## src/rtl/mito_pool_pkg.sv

```systemverilog
// Shared types and helpers for the max-pool collator.
package mito_pool_pkg;

  localparam int unsigned DEF_DATA_WIDTH = 8;
  localparam int unsigned DEF_LANES      = 4;
  localparam int unsigned DEF_WIN_MAX    = 4;

  typedef logic signed [DEF_DATA_WIDTH-1:0] lane_t;

  // Window accumulation phase; the pending-output (EMIT) phase is out_valid itself.
  typedef enum logic {
    ACCUM_EMPTY = 1'b0,
    ACCUM_PART  = 1'b1
  } state_e;

  // Window length 0 behaves as 1, anything above win_max saturates.
  function automatic int unsigned clamp_win(input int unsigned win, input int unsigned win_max);
    if (win == 0) return 1;
    if (win > win_max) return win_max;
    return win;
  endfunction

  // Negative values clamp to zero.
  function automatic lane_t relu(input lane_t v);
    return v[DEF_DATA_WIDTH-1] ? lane_t'(0) : v;
  endfunction

endpackage

```

## src/rtl/max_lane.sv

```systemverilog
// One lane's signed running-maximum accumulator.
module max_lane
  import mito_pool_pkg::*;
#(
  parameter int unsigned DATA_WIDTH = DEF_DATA_WIDTH
) (
  input  logic                         clk,
  input  logic                         rst_n,
  input  logic                         first_i,
  input  logic                         fold_i,
  input  logic signed [DATA_WIDTH-1:0] in_i,
  output logic signed [DATA_WIDTH-1:0] max_c
);

  logic signed [DATA_WIDTH-1:0] acc_q;
  logic signed [DATA_WIDTH-1:0] acc_d;

  // Max including the current beat; a first beat restarts from the input, ties keep acc.
  always_comb begin
    max_c = acc_q;
    if (first_i || (in_i > acc_q)) begin
      max_c = in_i;
    end
  end

  // Accumulator advances only on accepted beats.
  always_comb begin
    acc_d = acc_q;
    if (fold_i) begin
      acc_d = max_c;
    end
  end

  // Accumulator register.
  always_ff @(posedge clk or negedge rst_n) begin
    if (!rst_n) begin
      acc_q <= '0;
    end else begin
      acc_q <= acc_d;
    end
  end

endmodule

```

## src/rtl/maxpool_collator.sv

```systemverilog
// Streaming multi-lane signed max-pool: folds a window of beats into one output beat.
module maxpool_collator
  import mito_pool_pkg::*;
#(
  parameter int unsigned DATA_WIDTH = DEF_DATA_WIDTH,
  parameter int unsigned LANES      = DEF_LANES,
  parameter int unsigned WIN_MAX    = DEF_WIN_MAX,
  localparam int unsigned CNT_W     = $clog2(WIN_MAX + 1),
  localparam int unsigned BUS_W     = LANES * DATA_WIDTH
) (
  input  logic             clk,
  input  logic             rst_n,
  input  logic [CNT_W-1:0] cfg_win,
  input  logic             cfg_relu,
  input  logic             in_valid,
  output logic             in_ready,
  input  logic [BUS_W-1:0] in_data,
  input  logic             in_last,
  output logic             out_valid,
  input  logic             out_ready,
  output logic [BUS_W-1:0] out_data,
  output logic [CNT_W-1:0] out_count
);

  state_e               state_q, state_d;
  logic [CNT_W-1:0]     count_q, count_d;
  logic [CNT_W-1:0]     win_l_q, win_l_d;
  logic                 relu_l_q, relu_l_d;
  logic                 out_valid_q, out_valid_d;
  logic [BUS_W-1:0]     out_data_q, out_data_d;
  logic [CNT_W-1:0]     out_count_q, out_count_d;

  logic                 accept_c;
  logic                 first_c;
  logic [CNT_W-1:0]     win_cfg_c;
  logic [CNT_W-1:0]     win_eff_c;
  logic                 relu_eff_c;
  logic [CNT_W-1:0]     count_inc_c;
  logic                 complete_c;
  logic [LANES-1:0][DATA_WIDTH-1:0] lane_max_c;

  // A stalled result blocks every input beat.
  assign in_ready    = !(out_valid_q && !out_ready);
  assign accept_c    = in_valid && in_ready;
  assign first_c     = (state_q == ACCUM_EMPTY);
  assign win_cfg_c   = CNT_W'(clamp_win(32'(cfg_win), WIN_MAX));
  assign win_eff_c   = first_c ? win_cfg_c : win_l_q;
  assign relu_eff_c  = first_c ? cfg_relu : relu_l_q;
  assign count_inc_c = count_q + CNT_W'(1);
  assign complete_c  = accept_c && ((count_inc_c == win_eff_c) || in_last);

  // Per-lane accumulators.
  for (genvar g = 0; g < LANES; g++) begin : g_lane
    max_lane #(
      .DATA_WIDTH (DATA_WIDTH)
    ) u_max_lane (
      .clk     (clk),
      .rst_n   (rst_n),
      .first_i (first_c),
      .fold_i  (accept_c),
      .in_i    (in_data[g*DATA_WIDTH +: DATA_WIDTH]),
      .max_c   (lane_max_c[g])
    );
  end

  // Next-state: window phase, beat count and latched config.
  always_comb begin
    state_d  = state_q;
    count_d  = count_q;
    win_l_d  = win_l_q;
    relu_l_d = relu_l_q;
    if (accept_c) begin
      if (first_c) begin
        win_l_d  = win_cfg_c;
        relu_l_d = cfg_relu;
      end
      if (complete_c) begin
        state_d = ACCUM_EMPTY;
        count_d = '0;
      end else begin
        state_d = ACCUM_PART;
        count_d = count_inc_c;
      end
    end
  end

  // Output register next-state: load on completion, drop valid on a bare consume.
  always_comb begin
    logic [DATA_WIDTH-1:0] lane_v;
    lane_v      = '0;
    out_valid_d = out_valid_q;
    out_data_d  = out_data_q;
    out_count_d = out_count_q;
    if (complete_c) begin
      out_valid_d = 1'b1;
      out_count_d = count_inc_c;
      for (int unsigned i = 0; i < LANES; i++) begin
        lane_v = lane_max_c[i];
        if (relu_eff_c && lane_v[DATA_WIDTH-1]) begin
          lane_v = '0;
        end
        out_data_d[i*DATA_WIDTH +: DATA_WIDTH] = lane_v;
      end
    end else if (out_valid_q && out_ready) begin
      out_valid_d = 1'b0;
    end
  end

  // State and output registers.
  always_ff @(posedge clk or negedge rst_n) begin
    if (!rst_n) begin
      state_q     <= ACCUM_EMPTY;
      count_q     <= '0;
      win_l_q     <= CNT_W'(1);
      relu_l_q    <= 1'b0;
      out_valid_q <= 1'b0;
      out_data_q  <= '0;
      out_count_q <= '0;
    end else begin
      state_q     <= state_d;
      count_q     <= count_d;
      win_l_q     <= win_l_d;
      relu_l_q    <= relu_l_d;
      out_valid_q <= out_valid_d;
      out_data_q  <= out_data_d;
      out_count_q <= out_count_d;
    end
  end

  assign out_valid = out_valid_q;
  assign out_data  = out_data_q;
  assign out_count = out_count_q;

endmodule

```

## config.mk

```make
export PLATFORM = sky130hd
export DESIGN_NAME = maxpool_collator
export DESIGN_NICKNAME = d
export VERILOG_FILES = /design/src/rtl/mito_pool_pkg.sv /design/src/rtl/max_lane.sv /design/src/rtl/maxpool_collator.sv
export SDC_FILE = /design/constraint.sdc
export NUM_CORES = 1
export LEC_CHECK = 0
export CAP_MARGIN = 40
export CORE_AREA = 10 10 109 92
export CTS_CLUSTER_SIZE = 20
export DETAILED_ROUTE_END_ITERATION = 8
export DIE_AREA = 0 0 119 102
export DONT_BUFFER_PORTS = 1
export GPL_ROUTABILITY_DRIVEN = 0
export GPL_TIMING_DRIVEN = 0
export PLACE_DENSITY = 0.69
export SETUP_SLACK_MARGIN = 0.05
export SLEW_MARGIN = 10
export SYNTH_ARGS = -nofsm -noshare
export SYNTH_HDL_FRONTEND = slang
export SYNTH_SLANG_ARGS = --single-unit
```

## constraint.sdc

```tcl
create_clock -name clk -period 5.2 [get_ports clk]
set_input_delay 0.52 -clock clk [delete_from_list [all_inputs] [get_ports clk]]
set_output_delay 0.52 -clock clk [all_outputs]
set_load 0.01 [all_outputs]
```

==> metrics.yaml, run 1 <==
insertedDiodeCount: 0
final-setup-viol-count: 0
slew_violations: 0
period_needed_ns: 2.640
max_freq_mhz: 378.8
grt_pass1_wl_mm: 15.97
clock-root-buffer: "clkbuf_8"
ios: 78
clk_pin_slew_ns: 0.08
crit_path_max_fanout: 9
async_flop_share_pct: 100.0
whs_ns: 0.03791
ant_nets: 0
antenna_found_initial: 0
status: "completed"
synth-seq-area-share_pct: 45.13
grt.overflow.total: 0
grt_max_degree: 76
ys_ff_latch: 76
use_met2_pct: 26.75
avgViaCountPerCell: 5.825
slowest_delay_ns: 0.45
ff2ff_path_depth: 8
drtIter0Drc: 221
crit_type: "reg -> reg"
insertion_delay_ns: 0.35
timing.setup.tns_ns: 0
min_path_type: "in -> async"
ctsResizeCount: 0
dp_slack_ns: 2.501
end_kind: "flip-flop"
core-area_sq_um: 7765
cts_tree: "built"
initial_core_util_pct: 54.30
layout_setup_ws_ns: 2.560
synth_edf_count: 0
grt_use_met1_pct: 19.63
fp.dieH_um: 102
leakage_nw: 2.165
drtPass1Iterations: 5
port_buffers: 0
synth_cell_type_count: 49
critPathRequiredTime_ns: 5.44
final-hold-violation-count: 0
grt_util_met3_pct: 6.171
vias: 3023
cp-start-kind: "flip-flop"
skew_ns: 0.01155
p_total_mw: 2.816
maxCapViolations: 0
clkSinkCount: 76
nets: 480
routed_wl_mm: 9.763
yosys_warnings: 0
cp.arrival_ns: 2.88
rsz0062_at_grt: "false"
reg2reg_slack_ns: 2.56
top_usage_layer: "met2"
post-route-drc-count: 0
drive_above_1_share_pct: 16.30
area_growth_pct: 10.62
synthesis.area_sq_um: 4217
synthCells: 393
hpwl_mm: 7.025
row_count: 29
grt_util_all_layers_pct: 16.32
die_area_sq_um: 12140
powerDensity_nw_per_um2: 603.7
final_core_util_pct: 60.07
postCtsSetupBuffers: 0
ir_drop_uv: 249.2
worstMarginPinSlew_ns: 0.5653
min_period_over_period_pct: 50.77
wl_per_cell_um: 18.81
avgSynthCellArea_sq_um: 10.73
slew_headroom_pct: 62.31
die_x_um: 119
path_cells: "inv_1 > ha_1 > nand4_1 > a211oi_1 > or3_1 > nand3_1 > nand2_1 > mux2_2"
htreeDepth: 3
cts_made_buffers: 9
clk_path_buf_depth: 2
syn-num-nets: 467
grt_pass1_vias: 3081
synthFlopType: "dfrtp_1"
cp_slowest_cell: "nand2_1"
cts_hold_repair.buffers: 2
-- final timing paths --
path	from	endpoint
min reg2reg	count_q[1]$_DFFE_PN0P_	count_q[1]$_DFFE_PN0P_
max	g_lane[3].u_max_lane.acc_q[7]$_DFFE_PN0P_	g_lane[3].u_max_lane.acc_q[7]$_DFFE_PN0P_
max reg2reg	g_lane[3].u_max_lane.acc_q[7]$_DFFE_PN0P_	g_lane[3].u_max_lane.acc_q[7]$_DFFE_PN0P_
min in group clk	in_data[22]	g_lane[2].u_max_lane.acc_q[6]$_DFFE_PN0P_
max in group asynchronous	rst_n	win_l_q[0]$_DFFE_PN1P_
min	rst_n	out_data[19]$_DFFE_PN0P_
-- synthesized netlist by cell type, types with 2 or more instances --
library cell   n  area share [%]
a211oi_1       4            0.71
mux2_1         2            0.53
clkbuf_1       6            0.53
ha_1          33             9.8
a21oi_1       10             1.2
nand4b_1       8             1.7
inv_1         41             3.6
a21o_1         3            0.53
o22ai_1        6            0.89
dfrtp_1       75              45
and2_1        10             1.5
o211ai_1       2            0.36
buf_2          7            0.83
and4_1         2            0.42
mux2_2        36             9.6
a221o_1       14             3.3
nand4_1        8             1.2
o21ai_0       16             1.9
or3_1          2            0.30
nand2b_1       5            0.74
o311ai_0       7             1.5
a32oi_1        7             1.5
nor2_1         9            0.80
nand2_1       44             3.9
and2_0         5            0.74
nor2b_1        4            0.59
mux2i_1        5             1.2
-- worst max-delay path, delay by kind of cell (launching register included) --
family / cells / cell delay (ns)
AOI/OAI and AO/OA: 1 / 0.25
DFF: 1 / 0.40
and+or+nand+nor: 4 / 1.11
buffers and inverters: 1 / 0.06
muxes: 1 / 0.38
adders and majority gates: 1 / 0.33
-- cell families after synthesis --
logic type               share of synthesized area, %
AO/OA/AOI/OAI                                   15.07
XOR/XNOR                                       0.4155
adder cells (fa/ha/maj)                         9.792
buffers and inverters                           5.015
flip-flops                                      45.13
multiplexers                                    11.34
AND/OR/NAND/NOR                                 13.23
-- area by class of cell --
type,count,area [sq um]
fill,662,3100
buffer,13,57.56
inverter,41,153.9
tap,108,135.1
timing repair buffer,2,37.54
multi-input combinational,263,2102
clock buffer,12,155.1
sequential,76,1903
clock inverter,4,120.1
-- report_power, final --
group	internal, mW	switching [mW]	total, mW
clock network	0.394	0.219	0.613
registers	0.863	0.259	1.12
logic	0.502	0.579	1.08
-- metal layers --
| metal | routed length, um | part of all wire [%] | up-vias |
|---|---|---|---|
| li1 | - | - | 1453 |
| met2 | 4601 | 47 | 72 |
| met4 | 117 | 1.2 | 0 |
| met1 | 4238 | 43 | 1487 |
| met5 | 0 | 0 | - |
| met3 | 806 | 8.3 | 11 |
-- layout by cell type (no fill, tap or decap), drive strengths merged, types with 2 or more instances in the layout --
| cell | count |
|---|---|
| or3 | 2 |
| clkbuf | 18 |
| dfrtp | 75 |
| nor2 | 9 |
| a211oi | 6 |
| bufinv | 4 |
| a221o | 14 |
| a21o | 3 |
| mux2i | 5 |
| nand4 | 8 |
| o311ai | 7 |
| buf | 8 |
| ha | 33 |
| and4 | 2 |
| a32oi | 8 |
| and2 | 15 |
| nand2 | 44 |
| inv | 41 |
| nand2b | 5 |
| nand4b | 8 |
| mux2 | 38 |
| o22ai | 6 |
| o21ai | 16 |
| a21oi | 11 |
| o211ai | 2 |
| nor2b | 4 |
-- through the flow --
stage / instance area, sq um / std cells
finish: 4664 / 519
global route: 4664 / 519
CTS: 4664 / 519
detailed placement: 4352 / 501
global placement: 4352 / 501
floorplan: 4217 / 393
-- registers in the layout, indices dropped and copies added, names as in the netlist --
signal / cells
out_count: 3
g_lane.u_max_lane.acc_q: 32
out_valid: 1
win_l_q: 3
count_q: 3
state_q: 1
out_data: 32
relu_l_q: 1
Note: power is estimated with default switching activity, not from simulation.
==> inputs of run 2 (changes only) <==
--- a/config.mk
+++ b/config.mk
@@ -13,7 +13,7 @@
 export DONT_BUFFER_PORTS = 1
 export GPL_ROUTABILITY_DRIVEN = 0
 export GPL_TIMING_DRIVEN = 0
-export PLACE_DENSITY = 0.69
+export PLACE_DENSITY = 0.72
 export SETUP_SLACK_MARGIN = 0.05
 export SLEW_MARGIN = 10
 export SYNTH_ARGS = -nofsm -noshare
==> constraint.sdc (replaced) <==
create_clock -name clk -period 2.4 [get_ports clk]
set_input_delay 0.24 -clock clk [delete_from_list [all_inputs] [get_ports clk]]
set_output_delay 0.24 -clock clk [all_outputs]
set_load 0.01 [all_outputs]
==> run 2 against run 1 <==
Net effect: the run now ends with negative setup slack left; clock skew is 0.0060 ns lower; sequential power rose by 120%; count of clock-buffer cells in the layout stayed put; critical endpoint is now g_lane[2].u_max_lane.acc_q[6]$_DFFE_PN0P_; largest power group is now combinational cells.
==> metrics.yaml, run 2 (same netlist as run 1, synthesis figures left out) <==
port_buffers: 0
insertedDiodeCount: 0
clk_path_buf_depth: 2
ant_nets: 0
die_area_sq_um: 12140
ios: 78
critPathRequiredTime_ns: 2.64
final_core_util_pct: 64.00
post-route-drc-count: 0
slew_violations: 0
max_freq_mhz: 411.3
end_kind: "flip-flop"
grt_util_all_layers_pct: 16.48
clkSinkCount: 76
skew_ns: 0.005579
nets: 491
grt_pass1_wl_mm: 16.13
final-hold-violation-count: 0
stdcell_count: 530
maxCapViolations: 0
fp.dieH_um: 102
rsz0062_at_grt: "true"
hpwl_mm: 7.086
antenna_found_initial: 0
grt.overflow.total: 0
area_growth_pct: 17.86
drtIter0Drc: 164
grt_pass1_vias: 3107
place_inst: 501
path_delay_family: "compound AO/OA/AOI/OAI gates"
cts_made_buffers: 9
drtPass1Iterations: 4
fill_cells: 611
ir_drop_uv: 641.6
die_x_um: 119
drive_above_1_share_pct: 26.07
cp-start-kind: "flip-flop"
dp_slack_ns: -0.2259
row_count: 29
layout_setup_ws_ns: -0.03124
core-area_sq_um: 7765
crit_path_max_fanout: 8
status: "finished, violations left"
leakage_nw: 2.274
wl_per_cell_um: 19.56
vias: 3117
cp.arrival_ns: 2.67
cp_slowest_cell: "dfrtp_1"
slew_headroom_pct: 59.89
critPathBufInv: 2
htreeDepth: 3
final-setup-viol-count: 6
grt_max_degree: 77
routed_wl_mm: 10.37
dpl_cell_area_sq_um: 4352
clock-root-buffer: "clkbuf_8"
p_total_mw: 6.615
powerDensity_nw_per_um2: 1331
initial_core_util_pct: 54.30
period_needed_ns: 2.431
clk_pin_slew_ns: 0.08
path_cells: "inv_2 > ha_4 > nand4_1 > a211oi_2 > nor2_1 > o311a_4 > nand2b_4 > buf_8 > mux2_4"
timing.setup.tns_ns: -0.09065
whs_ns: 0.03302
final_common_cell: "dfrtp_1"
min_period_over_period_pct: 101.3
final_area_sq_um: 4970
final_cell_mix: "dfrtp_1 (74), nand2_1 (43), inv_1 (39), mux2_2 (36), ha_1 (29)"
slowest_delay_ns: 0.41
worstMarginPinSlew_ns: 0.6016
cts_tree: "built"
crit_type: "reg -> reg"
violations: "negative setup slack"
min_path_type: "in -> reg"
insertion_delay_ns: 0.34
avgViaCountPerCell: 5.881
[run 2: cell count changes in the layout (fill, tap and decap cells not counted), sizes merged]
| cell | before | now |
|---|---|---|
| buf | 8 | 23 |
| clkbuf | 18 | 13 |
| a32oi | 8 | 9 |
[run 2: final timing paths]
check                                                          start                                        end  slack [ns]  cells after the start
setup / recovery           g_lane[2].u_max_lane.acc_q[7]$_DFFE_PN0P_  g_lane[2].u_max_lane.acc_q[6]$_DFFE_PN0P_       -0.03                      9
hold / removal                                           in_data[14]                   out_data[14]$_DFFE_PN0P_        0.03                      1
setup reg to reg           g_lane[2].u_max_lane.acc_q[7]$_DFFE_PN0P_  g_lane[2].u_max_lane.acc_q[6]$_DFFE_PN0P_       -0.03                      9
hold reg to reg                               win_l_q[2]$_DFFE_PN0P_                     win_l_q[2]$_DFFE_PN0P_        0.53                      1
max in group asynchronous                                      rst_n                     win_l_q[0]$_DFFE_PN1P_        1.64                      2
min in group asynchronous                                      rst_n                   out_data[19]$_DFFE_PN0P_        0.44                      2
[run 2: per-layer routing]
metal,track usage (%),wire (um)
met1,19.35,4447
met4,3.843,93
met2,27.30,5004
met3,7.438,824
met5,0,0
[run 2: cell type report]
| cell class | count | area (sq um) | share of cell area (%) |
|---|---|---|---|
| Timing Repair Buffer | 14 | 132.6 | 2.669 |
| Multi-Input combinational cell | 264 | 2290 | 46.07 |
| Sequential cell | 76 | 1904 | 38.32 |
| Buffer | 11 | 88.84 | 1.788 |
| Inverter | 41 | 153.9 | 3.097 |
| Clock inverter | 4 | 120.1 | 2.417 |
| Clock buffer | 12 | 145.1 | 2.920 |
| Tap cell | 108 | 135.1 | 2.719 |
[run 2: timing repair]
action                     in CTS  in global routing
hold endpoints to repair       76                  0
buffers inserted                1                  9
cloned                          0                  3
hold buffers                    2                  0
pin swaps                       2                  8
gates resized for setup        13                 48
setup endpoints to repair      49                 68
[run 2: power breakdown]
part	total (mW)	switching, mW	internal, mW
Clock	1.30	0.476	0.826
Sequential	2.45	0.579	1.87
Combinational	2.86	1.44	1.42
